===== config.mk =====
export PLATFORM = sky130hd
export DESIGN_NAME = delayed_and_gate
export DESIGN_NICKNAME = d
export VERILOG_FILES = /design/src/rtl/delayed_and_gate.sv
export SDC_FILE = /design/constraint.sdc
export NUM_CORES = 1
export LEC_CHECK = 0
export CORE_MARGIN = 3
export CORE_UTILIZATION = 55
export DETAILED_ROUTE_END_ITERATION = 10
export GPL_ROUTABILITY_DRIVEN = 0
export PLACE_DENSITY = 0.75
export SLEW_MARGIN = 20
export SYNTH_ARGS = -nofsm -noshare
export SYNTH_HDL_FRONTEND = slang
export SYNTH_SLANG_ARGS = --single-unit

===== constraint.sdc =====
create_clock -name clk -period 2.07 [get_ports clk]
set_input_delay 0.414 -clock clk [delete_from_list [all_inputs] [get_ports clk]]
set_output_delay 0.414 -clock clk [all_outputs]
set_load 0.01 [all_outputs]

===== src/rtl/delayed_and_gate.sv =====
// delayed_and_gate
//   CHANNELS independent AND gates with INPUTS inputs each, whose results reach
//   the outputs DELAY clock cycles late. Each channel has two delay models,
//   selected at run time:
//     mode = 1 : transport. A DELAY-stage shift register reproduces every pulse,
//                however narrow, with its width preserved.
//     mode = 0 : inertial. A per-channel IDLE/PEND FSM with a cycle counter
//                swallows any pulse narrower than DELAY cycles.
//   Changing mode flushes the edges still in flight and holds the outputs, so
//   the new model starts from a clean state.
//   Optional feature macro: DELAYED_AND_GLITCH_COUNT_EN
//     When defined, a glitch_cnt port is added. It holds one 8-bit saturating
//     counter per channel that counts inertial swallows.
module delayed_and_gate #(
  parameter int CHANNELS = 4,
  parameter int INPUTS   = 2,
  parameter int DELAY    = 10
) (
  input  logic                          clk,
  input  logic                          rst_n,
  input  logic                          mode,
  input  logic [CHANNELS*INPUTS-1:0]    in,
  output logic [CHANNELS-1:0]           out,
  output logic [CHANNELS-1:0]           busy
`ifdef DELAYED_AND_GLITCH_COUNT_EN
  ,
  output logic [CHANNELS*8-1:0]         glitch_cnt
`endif
);

  // Inertial counter width. It is derived from DELAY and is not meant to be overridden.
  localparam int CW = $clog2(DELAY + 1);
  localparam logic [CW-1:0] CNT_LAST = CW'(DELAY - 1);
  localparam logic [CW-1:0] CNT_ONE  = CW'(1);

  typedef enum logic {
    IDLE = 1'b0,
    PEND = 1'b1
  } state_t;

  // Registered copy of mode. A difference from the pin marks the flush edge.
  logic r_mode;
  logic w_mode_chg;

  assign w_mode_chg = (mode != r_mode);

  // Track the mode pin. During reset it is captured directly, so that the
  // first edge after release is never mistaken for a mode change.
  always_ff @(posedge clk) begin
    if (!rst_n) begin
      r_mode <= mode;
    end else begin
      r_mode <= mode;
    end
  end

  genvar gi;
  generate
    for (gi = 0; gi < CHANNELS; gi++) begin : g_ch
      logic          w_a;
      logic          r_out;
      state_t        r_state;
      state_t        w_state_next;
      logic [CW-1:0] r_cnt;
      logic [CW-1:0] w_cnt_next;
      logic          w_out_next;
      logic          w_tx_next;
      logic          w_tx_busy;

      assign w_a = &in[gi*INPUTS +: INPUTS];

      // Transport path. The output register is the last stage of the delay
      // line, so only DELAY-1 extra stages are stored here.
      if (DELAY > 1) begin : g_pipe
        logic [DELAY-2:0] r_pipe;

        // Shift in a in transport mode. On a mode change, load every stage with out.
        always_ff @(posedge clk) begin
          if (!rst_n) begin
            r_pipe <= '0;
          end else if (w_mode_chg) begin
            r_pipe <= {(DELAY-1){r_out}};
          end else if (r_mode) begin
            r_pipe[0] <= w_a;
            for (int s = 1; s < DELAY - 1; s++) begin
              r_pipe[s] <= r_pipe[s-1];
            end
          end
        end

        assign w_tx_next = r_pipe[DELAY-2];
        assign w_tx_busy = |(r_pipe ^ {(DELAY-1){r_out}});
      end else begin : g_nopipe
        assign w_tx_next = w_a;
        assign w_tx_busy = 1'b0;
      end

      // Inertial next-state logic: confirm a changed input only after it has
      // been held for DELAY samples.
      always_comb begin
        w_state_next = r_state;
        w_cnt_next   = r_cnt;
        w_out_next   = r_out;
        case (r_state)
          IDLE: begin
            w_cnt_next = '0;
            if (w_a != r_out) begin
              if (DELAY == 1) begin
                w_out_next = w_a;
              end else begin
                w_state_next = PEND;
                w_cnt_next   = CNT_ONE;
              end
            end
          end
          PEND: begin
            if (w_a == r_out) begin
              w_state_next = IDLE;
              w_cnt_next   = '0;
            end else if (r_cnt == CNT_LAST) begin
              w_out_next   = w_a;
              w_state_next = IDLE;
              w_cnt_next   = '0;
            end else begin
              w_cnt_next = r_cnt + CNT_ONE;
            end
          end
          default: begin
            w_state_next = IDLE;
            w_cnt_next   = '0;
          end
        endcase
      end

      // Channel state: reset, then mode-change flush, then the active model.
      always_ff @(posedge clk) begin
        if (!rst_n) begin
          r_out   <= 1'b0;
          r_state <= IDLE;
          r_cnt   <= '0;
        end else if (w_mode_chg) begin
          r_state <= IDLE;
          r_cnt   <= '0;
        end else if (r_mode) begin
          r_out   <= w_tx_next;
          r_state <= IDLE;
          r_cnt   <= '0;
        end else begin
          r_out   <= w_out_next;
          r_state <= w_state_next;
          r_cnt   <= w_cnt_next;
        end
      end

      assign out[gi]  = r_out;
      assign busy[gi] = r_mode ? w_tx_busy : (r_state == PEND);

`ifdef DELAYED_AND_GLITCH_COUNT_EN
      logic [7:0] r_glitch;

      // Count inertial swallows (PEND -> IDLE with the input back at out).
      // The counter saturates at 255.
      always_ff @(posedge clk) begin
        if (!rst_n) begin
          r_glitch <= 8'd0;
        end else if (!w_mode_chg && !r_mode && (r_state == PEND) &&
                     (w_a == r_out) && (r_glitch != 8'hFF)) begin
          r_glitch <= r_glitch + 8'd1;
        end
      end

      assign glitch_cnt[gi*8 +: 8] = r_glitch;
`else
      // Glitch counters are not built in this configuration.
`endif
    end
  endgenerate

endmodule


# [After elaboration in Yosys (flattened, before gate mapping)]
# Index checks and enable logic that the tools add are counted.
# Widths: inputs -> output; s select.
[totals] reg_bits=61 latchBits=0 ram_bits=0 romBits=0 input_bits=11 output_inout_bits=8 n_memories=0
[op_classes] addsub=4 n_mul=0 div=0 magnitude_cmp=0 n_eq_ne=17 shift=0 muxes=60 n_bitwise=10 reduce_logical=22
[ops] cell="$mux 9" count=8
[ops] cell="$mux 1" count=36
[ops] cell="$reduce_or 9->1" count=4
[ops] cell="$xor 9x9->9" count=4
[ops] cell="$mux 4" count=8
[ops] cell="$pmux 4 s2" count=4
[ops] cell="$reduce_bool 2->1" count=9
[ops] cell="$add 4x1->4 const B" count=4
[ops] cell="$eq 4x4->1 const B" count=4
[ops] cell="$reduce_and 4->1" count=4
[ops] cell="$ne 2x2->1 const B" count=4
[ops] cell="$pmux 1 s2" count=4
[ops] cell="$reduce_and 2->1" count=4
[ops] cell="$not 1->1" count=6
[ops] cell="$ne 1x1->1" count=5
[ops] cell="$eq 1x1->1" count=4
[ops] cell="$reduce_or 3->1" count=1

# [Depth between registers and ports, before layout]
# Gate-level depths: netlist of the first run.
[depth] word_depth=5 mapped_depth=7

# [Worst setup path after synthesis of the first run]
# No wires, ideal clock.
[synth_path] path_type="in2reg" startpoint="in mode" endpoint="reg g_ch[2].r_out" arrival_time_ps=1472 setup_slack_ps=482 path_stages=7 n_path_buf=2 path_cell_list="inv_1 > ha_1 > clkbuf_2 > buf_2 > nand2_1 > o21ai_0 > and3_1"
[synth_between] elab_chain_len=3
[synth_lines] element="start: declaration" line_no="21" text="input logic mode,"
[synth_lines] element="$ne 1x1->1" line_no="45" text="assign w_mode_chg = (mode != r_mode);"
[synth_lines] element="$not 1->1 (no line)"
[synth_lines] element="$reduce_and 4->1 (no line)"
[synth_lines] element="end signal: assignment" line_no="145" text="r_out <= w_tx_next;"
[synth_lines] element="end signal: assignment" line_no="149" text="r_out <= w_out_next;"
[synth_lines] element="end: declaration" line_no="61" text="logic r_out;"
# No other way between the ends.
# A chain may end at the register's enable or synchronous reset.

# [Final worst setup path of the first run]
[layout_path] startpoint="reg g_ch[0].g_pipe.r_pipe[6]" endpoint="out busy[0]"
[layout_between] elab_chain_len=3
[layout_lines] element="start: declaration" line_no="75" text="logic [DELAY-2:0] r_pipe;"
[layout_lines] element="start signal: assignment" line_no="82" text="r_pipe <= {(DELAY-1){r_out}};"
[layout_lines] element="start signal: indexed assignment" line_no="86" text="r_pipe[s] <= r_pipe[s-1];"
[layout_lines] element="$xor 9x9->9" line_no="92" text="assign w_tx_busy = |(r_pipe ^ {(DELAY-1){r_out}});"
[layout_lines] element="$reduce_or 9->1" line_no="92"
[layout_lines] element="$mux 1" line_no="156" text="assign busy[gi] = r_mode ? w_tx_busy : (r_state == PEND);"
[layout_lines] element="end: declaration" line_no="24" text="output logic [CHANNELS-1:0] busy"
# No other way between the ends.

==> metrics.md, run 1 <==
| Metric | Value |
|---|---|
| Vias in the first global route | 2435 |
| All-Layer GR Usage | 21.8% |
| Crit path to | busy[0] |
| Clk pin slew, worst setup/hold paths | 0.07 ns |
| Worst hold slack | 0.517 ns |
| CTS sink cnt | 61 |
| Synthesized instance count | 335 |
| WL met2 | 3080 um |
| Peak VDD IR | 0.578 mV |
| Final setup vio count | 0 |
| Adder-cell share of the synthesized area | 3.78% |
| R2R depth | 7 |
| CP max FO | 4 |
| Hpwl dp | 4190 um |
| Max Clk Rate | 493 MHz |
| Antenna diodes | 0 |
| Register bit total from synthesis | 61 |
| Die area | 0.00634 mm2 |
| Grt total ovfl | 0 |
| Final setup margin | 0.0397 ns |
| Chip width | 79.6 um |
| Antenna violations before repair | 0 |
| Yosys warning count | 0 |
| Register area share after synthesis | 41.0% |
| Via Count | 2554 |
| TritonCTS buffer count | 9 |
| Non-Filler Instances | 437 |
| Initial Util | 57.6% |
| CP Launch Type | register |
| First-pass GRT wire length | 10900 um |
| Synth unique cells | 40 |
| Skew final | 0.00783 ns |
| Wire per inst | 14.6 um |
| Pre-CTS WS | -0.0560 ns |
| Post-DRT Antenna Nets | 0 |
| Post-synthesis mux area share | 6.38% |
| Drt total wl | 6400 um |
| Status | complete, no violations |
| I/O Pins | 19 |
| # Max-Cap Violations | 0 |
| Area grow syn2layout | 21.0% |
| RSZ-0062 raised after global routing | false |
| Critical Path Start | g_ch[0].g_pipe.r_pipe[6]$_SDFFE_PN0P_ |
| First-pass DRT Iterations | 4 |
| Reg2reg end | g_ch[0].r_out$_SDFFE_PN0P_ |
| Critical path class | register to output port |
| Port bufs | 18 |
| R2R Setup Slk | 0.36 ns |
| Crit. End Element | output port |
| HP Class | register to register |
| Largest net degree at the start of global routing | 47 |
| Tcrit/Tclk final | 98.1% |
| Die Y | 79.6 um |
| Largest family of logic cells by synthesized area | simple AND/OR/NAND/NOR gates |
| Reg-to-Reg Start | r_mode$_DFF_P_ |
| Clk root buf | clkbuf_8 |
| Clk_lat worst skew | 0.35 ns |
| Setup bufs post-CTS | 0 |
| Vias per inst | 5.84 |
| CTS tree | built |
| P per Cell Area | 801 mW/mm2 |
| Net count, final | 382 |
| Final Hold Viols | 0 |
| Drt initial violations | 89 |
| Final Slew Violations | 0 |
| WL met3 | 286 um |
| # placed instances | 420 |
| Post-layout util | 69.7% |
| Hold-fix buffers, CTS | 0 |
| Top Layer Used | met4 |
| Critical Path RT | 1.66 ns |
| Final min period | 2.03 ns |
| Area of the core | 0.00517 mm2 |
| Compound-Gate Fraction of Synth Area | 19.9% |
| Wire length on met1 | 2950 um |
| Xor and xnor area share after synthesis | 2.35% |
| Worst-margin pin slew | 0.310 ns |
| Synth Net Count | 355 |
| Deepest clock path buffer count | 2 |
| Share of layout cells above drive strength 1 | 13.1% |
| Num rows | 26 |
| Synth Area per Inst | 8.89 um2 |
| Crit path DAT | 1.62 ns |
| Leakage | 1.38 nW |
| Netlist Area Pre-Place | 0.00298 mm2 |
| Simple logic cell fraction of the synthesized area | 21.4% |
| Relative slew slack | 78.8% |
| Residual DRC | 0 |
| H-Tree Depth | 3 |
## stage by stage
stage               cell area [um2]  TNS, ns  power (mW)
detailed placement             3340  -0.0624        1.70
global placement               3340        0        1.69
floorplan                      2980        0        1.56
finish                         3600        0        2.89
CTS                            3570        0        2.90
global route                   3600        0        3.01
## worst max-delay path, stage by stage (launching register included)
cell and delay [ns]:
dfxtp_2 0.34, or4_4 0.55, nor4_4 0.14, a21oi_1 0.10, buf_2 0.15
## layer usage
metal | vias to the layer above | global-route usage (%)
met5 | - | 0
met4 | 0 | 8.76
met3 | 7 | 7.22
met2 | 49 | 33.6
met1 | 1201 | 28.0
li1 | 1297 | -
## area by class of cell
type / instances / area, um2
multi-input combinational: 241 / 1620
fill: 392 / 1570
sequential: 61 / 1230
timing repair buffer: 42 / 415
clock buffer: 12 / 155
tap: 70 / 87.6
clock inverter: 4 / 70.1
inverter: 7 / 26.3
## repair_timing
item | CTS | global route
gates resized for setup | 13 | 3
pin swaps | 1 | 2
gates cloned | 0 | 1
setup endpoints to repair | 4 | 3
## cells in the final DEF, fill, tap and decap left out, types with 4 or more instances in the layout
cell | Yosys | layout
nand2b_1 | 20 | 20
a21oi_1 | 21 | 21
clkbuf_8 | 0 | 11
o21ai_0 | 38 | 38
xnor2_1 | 4 | 4
xor2_1 | 4 | 4
and4b_1 | 4 | 4
nand2_1 | 4 | 4
ha_1 | 9 | 9
and3_1 | 7 | 7
clkdlybuf4s50_1 | 0 | 14
mux2i_1 | 19 | 19
nand3b_1 | 6 | 6
nor2_1 | 24 | 24
inv_1 | 6 | 6
a2111oi_0 | 4 | 4
nand3_1 | 9 | 9
nor3_1 | 8 | 8
a31oi_1 | 18 | 18
buf_12 | 0 | 4
and3b_1 | 4 | 4
dfxtp_1 | 61 | 59
buf_4 | 6 | 19
nand4_1 | 8 | 8
## kinds of logic (layout without fill, tap and decap cells)
logic type / after synthesis / after routing
simple gates: 106 / 106
compound gates: 99 / 99
flops: 61 / 61
buf+inv: 33 / 65
mux: 19 / 19
fa+ha+maj: 9 / 9
xor+xnor: 8 / 8
## synthesized netlist by cell type
cell,instances,share of area [%]
nor3_1,8,1.3
clkbuf_2,1,0.17
buf_4,6,1.5
nand2_1,4,0.50
nor4_1,2,0.42
nand3b_1,6,1.5
a211oi_1,3,0.76
clkinv_1,1,0.13
o211a_1,2,0.67
nand4_1,8,1.7
ha_1,9,3.8
nor2b_1,2,0.42
inv_1,6,0.76
clkbuf_1,14,1.8
o32ai_1,4,1.2
and4_1,2,0.59
a21oi_1,21,3.5
o221ai_1,1,0.29
o2111a_1,1,0.38
o211ai_1,3,0.76
a21boi_0,3,0.76
o21ai_0,38,6.4
mux2i_1,19,6.4
dfxtp_1,61,41
or4_1,2,0.50
xnor2_1,4,1.2
and3b_1,4,1.2
and4b_1,4,1.3
xor2_1,4,1.2
and3_1,7,1.5
nor2_1,24,3.0
or3_1,1,0.21
a2111oi_0,4,1.2
nor4_2,2,0.84
buf_2,5,0.84
nand3b_4,1,0.67
nand2b_1,20,4.2
nand3_1,9,1.5
a21boi_1,1,0.25
a31oi_1,18,3.8
## state kept, by name, summed over array words and instances, names as in the netlist
name / cells
r_mode: 1
g_ch.r_cnt: 16
g_ch.g_pipe.r_pipe: 36
g_ch.r_state: 4
g_ch.r_out: 4
## where the power goes
part | internal, mW | switching (mW) | total, mW
Combinational | 0.203 | 0.191 | 0.394
Sequential | 1.23 | 0.0616 | 1.30
Clock | 0.740 | 0.457 | 1.20
Total | 2.18 | 0.710 | 2.89
## worst min-delay path by stage
stage	from	end	slack, ns	depth (start not counted)
detailed placement	g_ch[2].g_pipe.r_pipe[6]$_SDFFE_PN0P_	g_ch[2].g_pipe.r_pipe[7]$_SDFFE_PN0P_	0.51	2
finish	g_ch[2].g_pipe.r_pipe[7]$_SDFFE_PN0P_	g_ch[2].g_pipe.r_pipe[8]$_SDFFE_PN0P_	0.52	2
global placement	g_ch[0].r_cnt[3]$_SDFF_PP0_	g_ch[0].r_cnt[3]$_SDFF_PP0_	0.51	2
CTS	g_ch[2].g_pipe.r_pipe[7]$_SDFFE_PN0P_	g_ch[2].g_pipe.r_pipe[8]$_SDFFE_PN0P_	0.52	2
global route	mode	r_mode$_DFF_P_	0.54	1
floorplan	mode	r_mode$_DFF_P_	0.44	0
(Power assumes the default switching activity.)
==> run 2, diff against run 1 <==
--- a/config.mk
+++ b/config.mk
@@ -5,6 +5,7 @@
 export SDC_FILE = /design/constraint.sdc
 export NUM_CORES = 1
 export LEC_CHECK = 0
+export ABC_AREA = 1
 export CORE_MARGIN = 3
 export CORE_UTILIZATION = 55
 export DETAILED_ROUTE_END_ITERATION = 10
==> run 2 against run 1 <==
Net effect: sequential power barely moved; combinational power decreased by 2%; critical path depth rose by 2; highest routed layer unchanged; core utilization fell by 1.3 points; die area is 2.3% lower.
==> metrics.md, run 2 <==
| Metric | Value |
|---|---|
| Synth cell count leaders | nand2_1, dfxtp_1, a21oi_1, inv_1, nor2_1 |
| Crit path DAT | 1.49 ns (-0.13 ns) |
| Wire per inst | 12.9 um (-12%) |
| Vias per inst | 5.41 (-7.4%) |
| Yosys warning count | 0 (unchanged) |
| Most common cell after layout, fill and taps aside | nand2_1 |
| Clk root buf | clkbuf_8 |
| Skew final | 0.00623 ns (-0.00159 ns) |
| Status | complete, no violations |
| Top Registers | g_ch.g_pipe.r_pipe (36), g_ch.r_cnt (16) |
| Hold-fix buffers, CTS | 0 (unchanged) |
| Initial Util | 59.1% (+1.5 points) |
| Pre-CTS WS | 0.0260 ns (+0.0820 ns) |
| Critical Path RT | 1.66 ns (about the same) |
| TritonCTS buffer count | 9 (unchanged) |
| Port bufs | 18 (unchanged) |
| Vias in the first global route | 2379 (-2.3%) |
| CTS tree | built |
| Clk_lat worst skew | 0.33 ns (-0.02 ns) |
| Chip width | 78.7 um (-1.2%) |
| CP max-delay cell | dfxtp_1 |
| RSZ-0062 raised after global routing | false |
| # Max-Cap Violations | 0 (unchanged) |
| Leading cell types in the layout, fill and taps excluded | nand2_1, dfxtp_1, a21oi_1 |
| Gr busiest metal | met2 |
| GR Util met3 | 4.24% (-3.0 points) |
| Final Hold Viols | 0 (unchanged) |
| Largest net degree at the start of global routing | 23 (-51%) |
| Post-DRT Antenna Nets | 0 (unchanged) |
| Asr flop ratio synth | 0% (unchanged) |
| Register area share after synthesis | 42.1% (+1.1 points) |
| Area contributors post-synth | dfxtp_1, nand2_1, a21oi_1 |
| Final setup vio count | 0 (unchanged) |
| Deepest clock path buffer count | 2 (unchanged) |
| H-Tree Depth | 3 (unchanged) |
| Peak VDD IR | 0.444 mV (-23%) |
| Post-layout util | 68.4% (-1.3 points) |
| Crit. End Element | output port |
| Post-synth EDFFs | 0 (unchanged) |
| Final setup margin | 0.165 ns (+0.125 ns) |
| Share of layout cells above drive strength 1 | 8.17% (-4.9 points) |
| First-pass DRT Iterations | 5 (+1) |
| Largest stage delay on the critical path | 0.34 ns (-0.21 ns) |
| Register bit total from synthesis | 61 (unchanged) |
| TNS Setup | 0 ns (unchanged) |
| HP Class | register to register |
| Max FFs per register | 36 (unchanged) |
| Drt total wl | 6230 um (-2.6%) |
| Share of the synthesized area in the top cell type | 42.1% (+1.1 points) |
| P per Cell Area | 759 mW/mm2 (-5.1%) |
| CTS sink cnt | 61 (unchanged) |
| Final min period | 1.91 ns (-0.125 ns) |
| First-pass GRT wire length | 10500 um (-4.1%) |
| CP Launch Type | register |
| Leakage | 1.32 nW (-4.8%) |
| Worst hold slack | 0.468 ns (-0.0486 ns) |
| Area of the core | 0.00491 mm2 (-5.1%) |
| Netlist Area Pre-Place | 0.00290 mm2 (-2.5%) |
| Area grow syn2layout | 15.7% |
| Synth unique cells | 24 (-40%) |
| Register bank with the most flops | g_ch.g_pipe.r_pipe |
| Num rows | 25 (-3.8%) |
| Final Slew Violations | 0 (unchanged) |
| Via Count | 2613 (+2.3%) |
| Net count, final | 432 (+13%) |
| Synth Area per Inst | 7.48 um2 (-16%) |
| Clk pin slew, worst setup/hold paths | 0.06 ns (about the same) |
| CP Cell Sequence | inv_1, nor3_1, nand3b_1, nand3_1, nand2_1, dlygate4sd2_1 |
| FILL cells | 446 (+14%) |
| Worst-margin pin slew | 0.716 ns (+0.406 ns) |
| Met2 Usage GRT | 34.4% (+0.82 points) |
| Critical path class | register to output port |
| Met1 Resource Use GR | 26.9% (-1.1 points) |
| Ys flop type | dfxtp_1 |
| Grt total ovfl | 0 (unchanged) |
| Residual DRC | 0 (unchanged) |
| Max Clk Rate | 525 MHz (+6.6%) |
| CP max FO | 3 (-1) |
| Antenna diodes | 0 (unchanged) |
| Antenna violations before repair | 0 (unchanged) |
| Hold Path Cell Cnt | 2 (unchanged) |
| Tcrit/Tclk final | 92.1% (-6.0 points) |
| All-Layer GR Usage | 21.2% (-0.56 points) |
| R2R depth | 7 (unchanged) |
| Synthesized instance count | 388 (+16%) |
| R2R Setup Slk | 0.46 ns (+0.10 ns) |
| Hpwl dp | 4400 um (+5.0%) |
| I/O Pins | 19 (unchanged) |
| Most frequent cell after synthesis | nand2_1 |
| Synth area leader | dfxtp_1 |
| Synth Net Count | 408 (+15%) |
| Die Y | 78.7 um (-1.2%) |
| Relative slew slack | 52.2% (-27 points) |
| Drt initial violations | 183 (+110%) |
| Die area | 0.00619 mm2 (-2.3%) |
run 2: final timing paths:
| check | start | end |
|---|---|---|
| worst max register to register | r_mode$_DFF_P_ | g_ch[1].g_pipe.r_pipe[3]$_SDFFE_PN0P_ |
| worst max-delay path | g_ch[3].g_pipe.r_pipe[2]$_SDFFE_PN0P_ | busy[3] |
| worst min register to register | g_ch[3].g_pipe.r_pipe[4]$_SDFFE_PN0P_ | g_ch[3].g_pipe.r_pipe[5]$_SDFFE_PN0P_ |
| worst min-delay path | g_ch[3].g_pipe.r_pipe[4]$_SDFFE_PN0P_ | g_ch[3].g_pipe.r_pipe[5]$_SDFFE_PN0P_ |
run 2: metal layers:
metal | vias to the layer above | share of wire, %
met1 | 1201 | 47
met3 | 10 | 4.3
met5 | - | 0
li1 | 1350 | -
met4 | 0 | 1.6
met2 | 52 | 47
run 2: what timing repair did:
| item | CTS | global route |
|---|---|---|
| setup endpoints to repair | 4 | 1 |
| buffers inserted | 0 | 0 |
| resized for setup | 8 | 1 |
| gates cloned | 0 | 0 |
| hold endpoints to repair | 0 | 0 |
run 2: cell type report:
class	instances	area (um2)	share of cell area [%]
sequential	61	1230	36.6
inverter	42	170	5.06
tap	67	83.8	2.49
clock inverter	2	10.0	0.298
clock buffer	13	149	4.43
multi-input combinational	268	1410	42.0
timing repair buffer	30	307	9.12
run 2: metrics by stage:
step,cells,power (mW),area [um2]
after floorplan,388,1.55,2900
after global placement,468,1.69,3200
after detailed placement,468,1.70,3200
after CTS,483,2.57,3360
after global routing,483,2.68,3360
final,483,2.55,3360
run 2: worst max-delay path: cells and delay by family (launching register included):
kind | cells | cell delay, ns
buffers and inverters | 2 | 0.35
DFF | 1 | 0.34
and+or+nand+nor | 4 | 0.48
run 2: kinds of logic (layout without fill, tap and decap cells):
family,Yosys count,in the layout,synth area share (%)
AO/OA/AOI/OAI,89,89,17.8
XOR/XNOR,8,8,2.41
adder cells (fa/ha/maj),9,9,3.88
buffers and inverters,59,87,9.31
flip-flops,61,61,42.1
AND/OR/NAND/NOR,162,162,24.6
run 2: where the power goes:
group	switching [mW]	internal, mW
Clock	0.428	0.458
Sequential	0.0483	1.23
Combinational	0.224	0.161
